## src/rtl/replay_ctrl.sv

```systemverilog
// replay_ctrl: retransmit buffer controller. New words are written into an
// external 8-entry RAM at their sequence number and forwarded downstream. ACKs
// retire entries. A NAK retires the entries up to and including the NAKed one,
// then re-sends every remaining entry from the RAM.
module replay_ctrl (
    input  logic        clk,
    input  logic        rst_n,
    input  logic        tx_valid,
    input  logic [15:0] tx_data,
    output logic        tx_ready,
    input  logic        ack_valid,
    input  logic [2:0]  ack_seq,
    input  logic        nak_valid,
    input  logic [2:0]  nak_seq,
    output logic [2:0]  ram_w_addr,
    output logic [15:0] ram_din,
    output logic        ram_we,
    output logic [2:0]  ram_r_addr,
    output logic        ram_oe,
    input  logic [15:0] ram_dout,
    output logic        out_valid,
    output logic [15:0] out_data,
    output logic [2:0]  out_seq,
    output logic        out_replay,
    output logic [3:0]  count,
    output logic        full,
    output logic        empty
);

    typedef enum logic [1:0] {
        IDLE      = 2'd0,
        RPL_RD    = 2'd1,
        RPL_DRAIN = 2'd2
    } state_t;

    state_t      state_q, state_d;
    logic [2:0]  ack_ptr_q, ack_ptr_d;
    logic [2:0]  wr_ptr_q, wr_ptr_d;
    logic [2:0]  rd_ptr_q, rd_ptr_d;
    logic [3:0]  count_q, count_d;
    logic [3:0]  rpl_left_q, rpl_left_d;
    logic        out_valid_q, out_valid_d;
    logic        out_replay_q, out_replay_d;
    logic [2:0]  out_seq_q, out_seq_d;
    logic [15:0] out_data_q, out_data_d;

    logic        wr_fire;
    logic [2:0]  ack_off, nak_off;
    logic [3:0]  ack_free, nak_free, freed, nak_left;

    // Acceptance: only in IDLE, with room, and never while a NAK is pending.
    assign tx_ready   = rst_n && (state_q == IDLE) && (count_q != 4'd8) && !nak_valid;
    assign wr_fire    = tx_valid && tx_ready;

    assign ram_we     = wr_fire;
    assign ram_w_addr = wr_ptr_q;
    assign ram_din    = tx_data;
    assign ram_r_addr = rd_ptr_q;
    assign ram_oe     = (state_q != IDLE);

    // Offsets from the oldest unacked entry; sequence arithmetic wraps mod 8.
    assign ack_off  = ack_seq - ack_ptr_q;
    assign nak_off  = nak_seq - ack_ptr_q;
    // A NAK overrides a simultaneous ACK; a NAK outside IDLE retires nothing.
    assign ack_free = (ack_valid && !nak_valid && ({1'b0, ack_off} < count_q))
                      ? ({1'b0, ack_off} + 4'd1) : 4'd0;
    assign nak_free = (nak_valid && (state_q == IDLE) && ({1'b0, nak_off} < count_q))
                      ? ({1'b0, nak_off} + 4'd1) : 4'd0;
    assign freed    = ack_free | nak_free;
    assign nak_left = count_q - nak_free;

    // Replayed words come straight from the RAM, which answers one cycle late.
    assign out_valid  = out_valid_q;
    assign out_replay = out_replay_q;
    assign out_seq    = out_seq_q;
    assign out_data   = out_replay_q ? ram_dout : out_data_q;

    assign count = count_q;
    assign full  = (count_q == 4'd8);
    assign empty = (count_q == 4'd0);

    // Next-state: pointer/count bookkeeping, replay sequencing and output staging.
    always_comb begin
        state_d      = state_q;
        ack_ptr_d    = ack_ptr_q + freed[2:0];
        wr_ptr_d     = wr_ptr_q;
        rd_ptr_d     = rd_ptr_q;
        count_d      = count_q + {3'b000, wr_fire} - freed;
        rpl_left_d   = rpl_left_q;
        out_valid_d  = 1'b0;
        out_replay_d = 1'b0;
        out_seq_d    = out_seq_q;
        out_data_d   = out_data_q;

        if (wr_fire) begin
            wr_ptr_d    = wr_ptr_q + 3'd1;
            out_valid_d = 1'b1;
            out_data_d  = tx_data;
            out_seq_d   = wr_ptr_q;
        end

        case (state_q)
            IDLE: begin
                if (nak_valid && (nak_left != 4'd0)) begin
                    state_d    = RPL_RD;
                    rd_ptr_d   = ack_ptr_q + nak_free[2:0];
                    rpl_left_d = nak_left;
                end
            end
            RPL_RD: begin
                // Replay runs to wr_ptr-1 even if ACKs shrink count meanwhile.
                rd_ptr_d     = rd_ptr_q + 3'd1;
                rpl_left_d   = rpl_left_q - 4'd1;
                out_valid_d  = 1'b1;
                out_replay_d = 1'b1;
                out_seq_d    = rd_ptr_q;
                if (rpl_left_q == 4'd1) begin
                    state_d = RPL_DRAIN;
                end
            end
            RPL_DRAIN: begin
                state_d = IDLE;
            end
            default: begin
                state_d = IDLE;
            end
        endcase
    end

    // State and output registers; reset aborts any replay immediately.
    always_ff @(posedge clk or negedge rst_n) begin
        if (!rst_n) begin
            state_q      <= IDLE;
            ack_ptr_q    <= 3'd0;
            wr_ptr_q     <= 3'd0;
            rd_ptr_q     <= 3'd0;
            count_q      <= 4'd0;
            rpl_left_q   <= 4'd0;
            out_valid_q  <= 1'b0;
            out_replay_q <= 1'b0;
            out_seq_q    <= 3'd0;
            out_data_q   <= 16'd0;
        end else begin
            state_q      <= state_d;
            ack_ptr_q    <= ack_ptr_d;
            wr_ptr_q     <= wr_ptr_d;
            rd_ptr_q     <= rd_ptr_d;
            count_q      <= count_d;
            rpl_left_q   <= rpl_left_d;
            out_valid_q  <= out_valid_d;
            out_replay_q <= out_replay_d;
            out_seq_q    <= out_seq_d;
            out_data_q   <= out_data_d;
        end
    end

endmodule

```

## config.mk

```make
export PLATFORM = sky130hd
export DESIGN_NAME = replay_ctrl
export DESIGN_NICKNAME = d
export VERILOG_FILES = /design/src/rtl/replay_ctrl.sv
export SDC_FILE = /design/constraint.sdc
export NUM_CORES = 1
export LEC_CHECK = 0
export CAP_MARGIN = 20
export CORE_UTILIZATION = 45
export DETAILED_ROUTE_END_ITERATION = 6
export PLACE_DENSITY = 0.77
export SLEW_MARGIN = 20
export SYNTH_ARGS = -nofsm -noshare
export SYNTH_HDL_FRONTEND = slang
export SYNTH_SLANG_ARGS = --single-unit
```

## constraint.sdc

```tcl
create_clock -name clk -period 4.7 [get_ports clk]
set_input_delay 1.41 -clock clk [delete_from_list [all_inputs] [get_ports clk]]
set_output_delay 1.41 -clock clk [all_outputs]
set_load 0.05 [all_outputs]
```

==> results.md <==
| Step | Metric | This run |
|---|---|---|
| clock tree | Clock Latency Late Sink | 290 ps |
| synthesis | Dominant register cell in the synthesized netlist | dfrtp_1 |
| route | Remaining number of nets flagged by the antenna check after routing | 0 |
| placed design | Hpwl dp | 5060 um |
| global routing | First-pass GRT wire length | 10500 um |
| timing | Min Hold Slack | 506 ps |
| placed design | Count of buffers inserted at the top-level ports | 94 |
| timing | Final WS setup | 105 ps |
| synthesis | Asr flop ratio synth | 100% |
| synthesis | Avg Cell Area, Syn | 11.1 sq um |
| critical path | R2R Path End | ram_r_addr[2] |
| synthesis | Synth Instances | 246 |
| worst hold path | Hold EP | out_data_q[2] |
| route | Via count | 2203 |
| final layout | Antenna Diode Count | 0 |
| route | TritonRoute pass-1 iters | 4 |
| critical path | Slowest CP cell | fa_2 |
| timing | Fmax | 0.218 GHz |
| clock tree | Clock net sink count | 40 |
| clock tree | Number of buffers added by the clock tree synthesis step | 5 |
| critical path | Ordered list of cells on the worst path | buf_2 -> inv_1 -> ha_2 -> inv_2 -> fa_2 -> ha_4 -> a21boi_4 -> o21ai_4 -> and3_4 -> ha_1 -> and3b_1 -> or3_4 -> a211oi_4 -> o2111ai_2 -> o21a_4 -> mux2_4 |
| die | Number of top-level design ports | 95 |
| global routing | Number of global-route vias before repair | 2249 |
| synthesis | Post-synthesis sequential area ratio | 36.8% |
| clock tree | CTS clock-pin slew for the worst setup and hold paths | 80 ps |
| synthesis | Share of the synthesized area in the top cell type | 36.8% |
| worst hold path | Min-Delay Path Class | flop to flop |
| clock tree | CTS tree | yes |
| synthesis | Synthesis-stage register bit count | 40 |
| pwr | Leakage dissipation | 1.83 nW |
| pwr | Max rail drop VDD | 0.518 mV |
| timing | Relative max-transition margin | 55.2% |
| route | Detailed-route wire length per cell | 16.0 um |
| timing | Count of final hold-check violations | 0 |
| timing | Post-route clock period utilization | 97.8% |
| final layout | Top library cells by usage in the layout, fill and taps aside | 88 x clkdlybuf4s50_1, 40 x dfrtp_1, 33 x mux2_2 |
| die | Overall die width | 79.7 um |
| die | Core box area | 0.00568 sq mm |
| timing | Worst Max-Slew Pin Slew | 673 ps |
| die | Vertical die dimension | 79.7 um |
| synthesis | Area leader, netlist | dfrtp_1 |
| placed design | Worst slack after detailed placement | -576 ps |
| critical path | Worst reg-to-reg path cell count | 14 |
| critical path | Crit-path max cell delay | 570 ps |
| synthesis | Cell types occupying the most area after synthesis | dfrtp_1 37%, mux2_2 14%, ha_1 11%, fa_1 4.4%, buf_4 4.4% |
| die | Die outline area | 0.00636 sq mm |
| worst hold path | Number of cells on the worst hold path | 1 |
| pwr | Power Dens Cells | 847 mW/mm^2 |
| critical path | Critical path fanouts, max | 4 |
| critical path | Type of the worst setup path | input port to flop |
| status | Status | complete, no violations |
| timing | Setup TNS after final layout | 0 ps |
| final layout | Utilization after layout | 72.6% |
| timing | Slew Viols, Final | 0 |
| route | Drt first-iter violations | 129 |
| run | Max-cap violations | 0 |
| critical path | Critical path startpoint category | input port |
| global routing | Overall fraction of global-route tracks in use | 21.7% |
| placed design | Routability congestion estimate | 0.822 |
| global routing | Largest net degree at the start of global routing | 41 |
| critical path | R2r setup slk | 890 ps |
| die | Number of rows created at floorplan | 27 |
| synthesis | Number of nets produced by synthesis | 318 |
| final layout | Fraction of layout instances using a drive strength above 1 | 32.4% |
| clock tree | Max H-tree Level | 2 |
| synthesis | Synth unique cells | 44 |
| global routing | Antenna violations before repair | 0 |
| critical path | Reg2Reg Launch Point | ack_ptr_q[0] |
| synthesis | Mapped Area | 0.00272 sq mm |
| worst hold path | Min-Delay Startpoint | out_data_q[2] |
| critical path | Arrival @ worst endpoint | 4770 ps |
| clock tree | Clock Root Buffer | clkbuf_8 |
| global routing | Aggregate global routing overflow | 0 |
| route | Number of DRC violations after detailed routing | 0 |
| timing | Clock skew after layout | 5.41 ps |
| final layout | Most common cell after layout, fill and taps aside | clkdlybuf4s50_1 |
| timing | Tmin final | 4590 ps |
| critical path | Crit. End Element | flop |
| timing | Number of endpoints failing setup at the final stage | 0 |
| synthesis | Count of yosys warnings during synthesis | 0 |
| final layout | Final #Nets | 426 |
| die | Effective utilization at floorplan | 47.9% |
| route | WL final | 6840 um |
| route | Routed vias/inst | 5.16 |
| critical path | Required time of the critical path | 4880 ps |
| synthesis | EDFF count, synth | 0 |
| final layout | Area growth from synthesis to layout | 51.4% |
| clock tree | Max clock buf depth | 2 |
-- final cells by class --
type	count	area (sq um)
Sequential cell	40	1000
Clock buffer	5	68.8
Clock inverter	3	18.8
Inverter	26	97.6
Tap cell	72	90.1
Fill cell	387	1560
Timing Repair Buffer	124	1180
Multi-Input combinational cell	157	1660
-- cells by family after synthesis --
logic type,synth area share (%)
AO/OA/AOI/OAI,10.0
XOR/XNOR,6.03
adder cells (fa/ha/maj),15.0
buffers and inverters,9.38
flip-flops,36.8
multiplexers,15.3
AND/OR/NAND/NOR,7.45
-- report_power, final --
group | leakage (nW) | switching (mW) | internal (mW) | total (mW)
Combinational | 1.31 | 1.33 | 1.20 | 2.53
Clock | 0.0479 | 0.121 | 0.103 | 0.225
Sequential | 0.477 | 0.208 | 0.524 | 0.733
-- flip-flops by register name, indices dropped and copies added, names as in the netlist --
| name | flops |
|---|---|
| out_seq | 3 |
| count | 4 |
| state_q | 2 |
| ram_w_addr | 3 |
| out_data_q | 16 |
| out_replay | 1 |
| rpl_left_q | 4 |
| out_valid | 1 |
| ram_r_addr | 3 |
| ack_ptr_q | 3 |
-- cells in the mapped netlist (2+ instances only) --
library cell and count:
inv_1 26, nor3b_1 5, o2111ai_2 2, mux2_2 33, dfrtp_1 40, xor2_1 6, nor4_1 2, o21a_1 2
a21oi_1 6, nand3_1 4, buf_4 16, xnor2_1 10, ha_1 23, clkbuf_1 2, nand2b_1 2, mux2i_1 3
o21ai_0 8, a21o_1 3, nor2b_1 2, nor2_1 4, buf_2 3, fa_1 6, nand2_1 12, a22oi_1 3
a21boi_0 4
-- critical path: cells and delay by family --
kind | cells | cell delay [ps]
compound gates | 5 | 1000
simple gates | 3 | 770
buf+inv | 3 | 180
fa+ha+maj | 4 | 1120
mux | 1 | 290
-- per-stage QoR --
step                instances  area, sq um  total power [mW]
floorplan                 246         2760              2.19
global placement          413         3830              2.86
detailed placement        413         3830              2.94
CTS                       425         3990              3.28
global route              427         4120              3.73
finish                    427         4120              3.49
-- how the worst max path moves through the flow --
stage                    end  slack, ps       start
2_1_floorplan  ram_r_addr[2]        -10  nak_seq[0]
4_1_cts             count[3]         30  ack_seq[0]
3_3_place_gp   ram_r_addr[2]       -430  nak_seq[0]
3_5_place_dp   ram_r_addr[2]       -580  nak_seq[0]
5_1_grt        ram_r_addr[1]        -10  nak_seq[0]
6_report       ram_r_addr[2]        110  nak_seq[0]
-- per-layer routing --
metal | up-vias | part of all wire, % | track usage, %
met5 | - | 0 | 0
met1 | 1051 | 42 | 26.7
met3 | 15 | 7.0 | 3.89
met2 | 93 | 49 | 38.4
met4 | 0 | 2.4 | 6.79
li1 | 1044 | - | -
-- repair_timing --
action                     CTS  global route
pin swaps                   10            22
hold buffers                 0             0
resized for setup           17            24
setup endpoints to repair   10            11
buffers inserted             4             2
No activity file was read; power rests on OpenSTA's default activity.
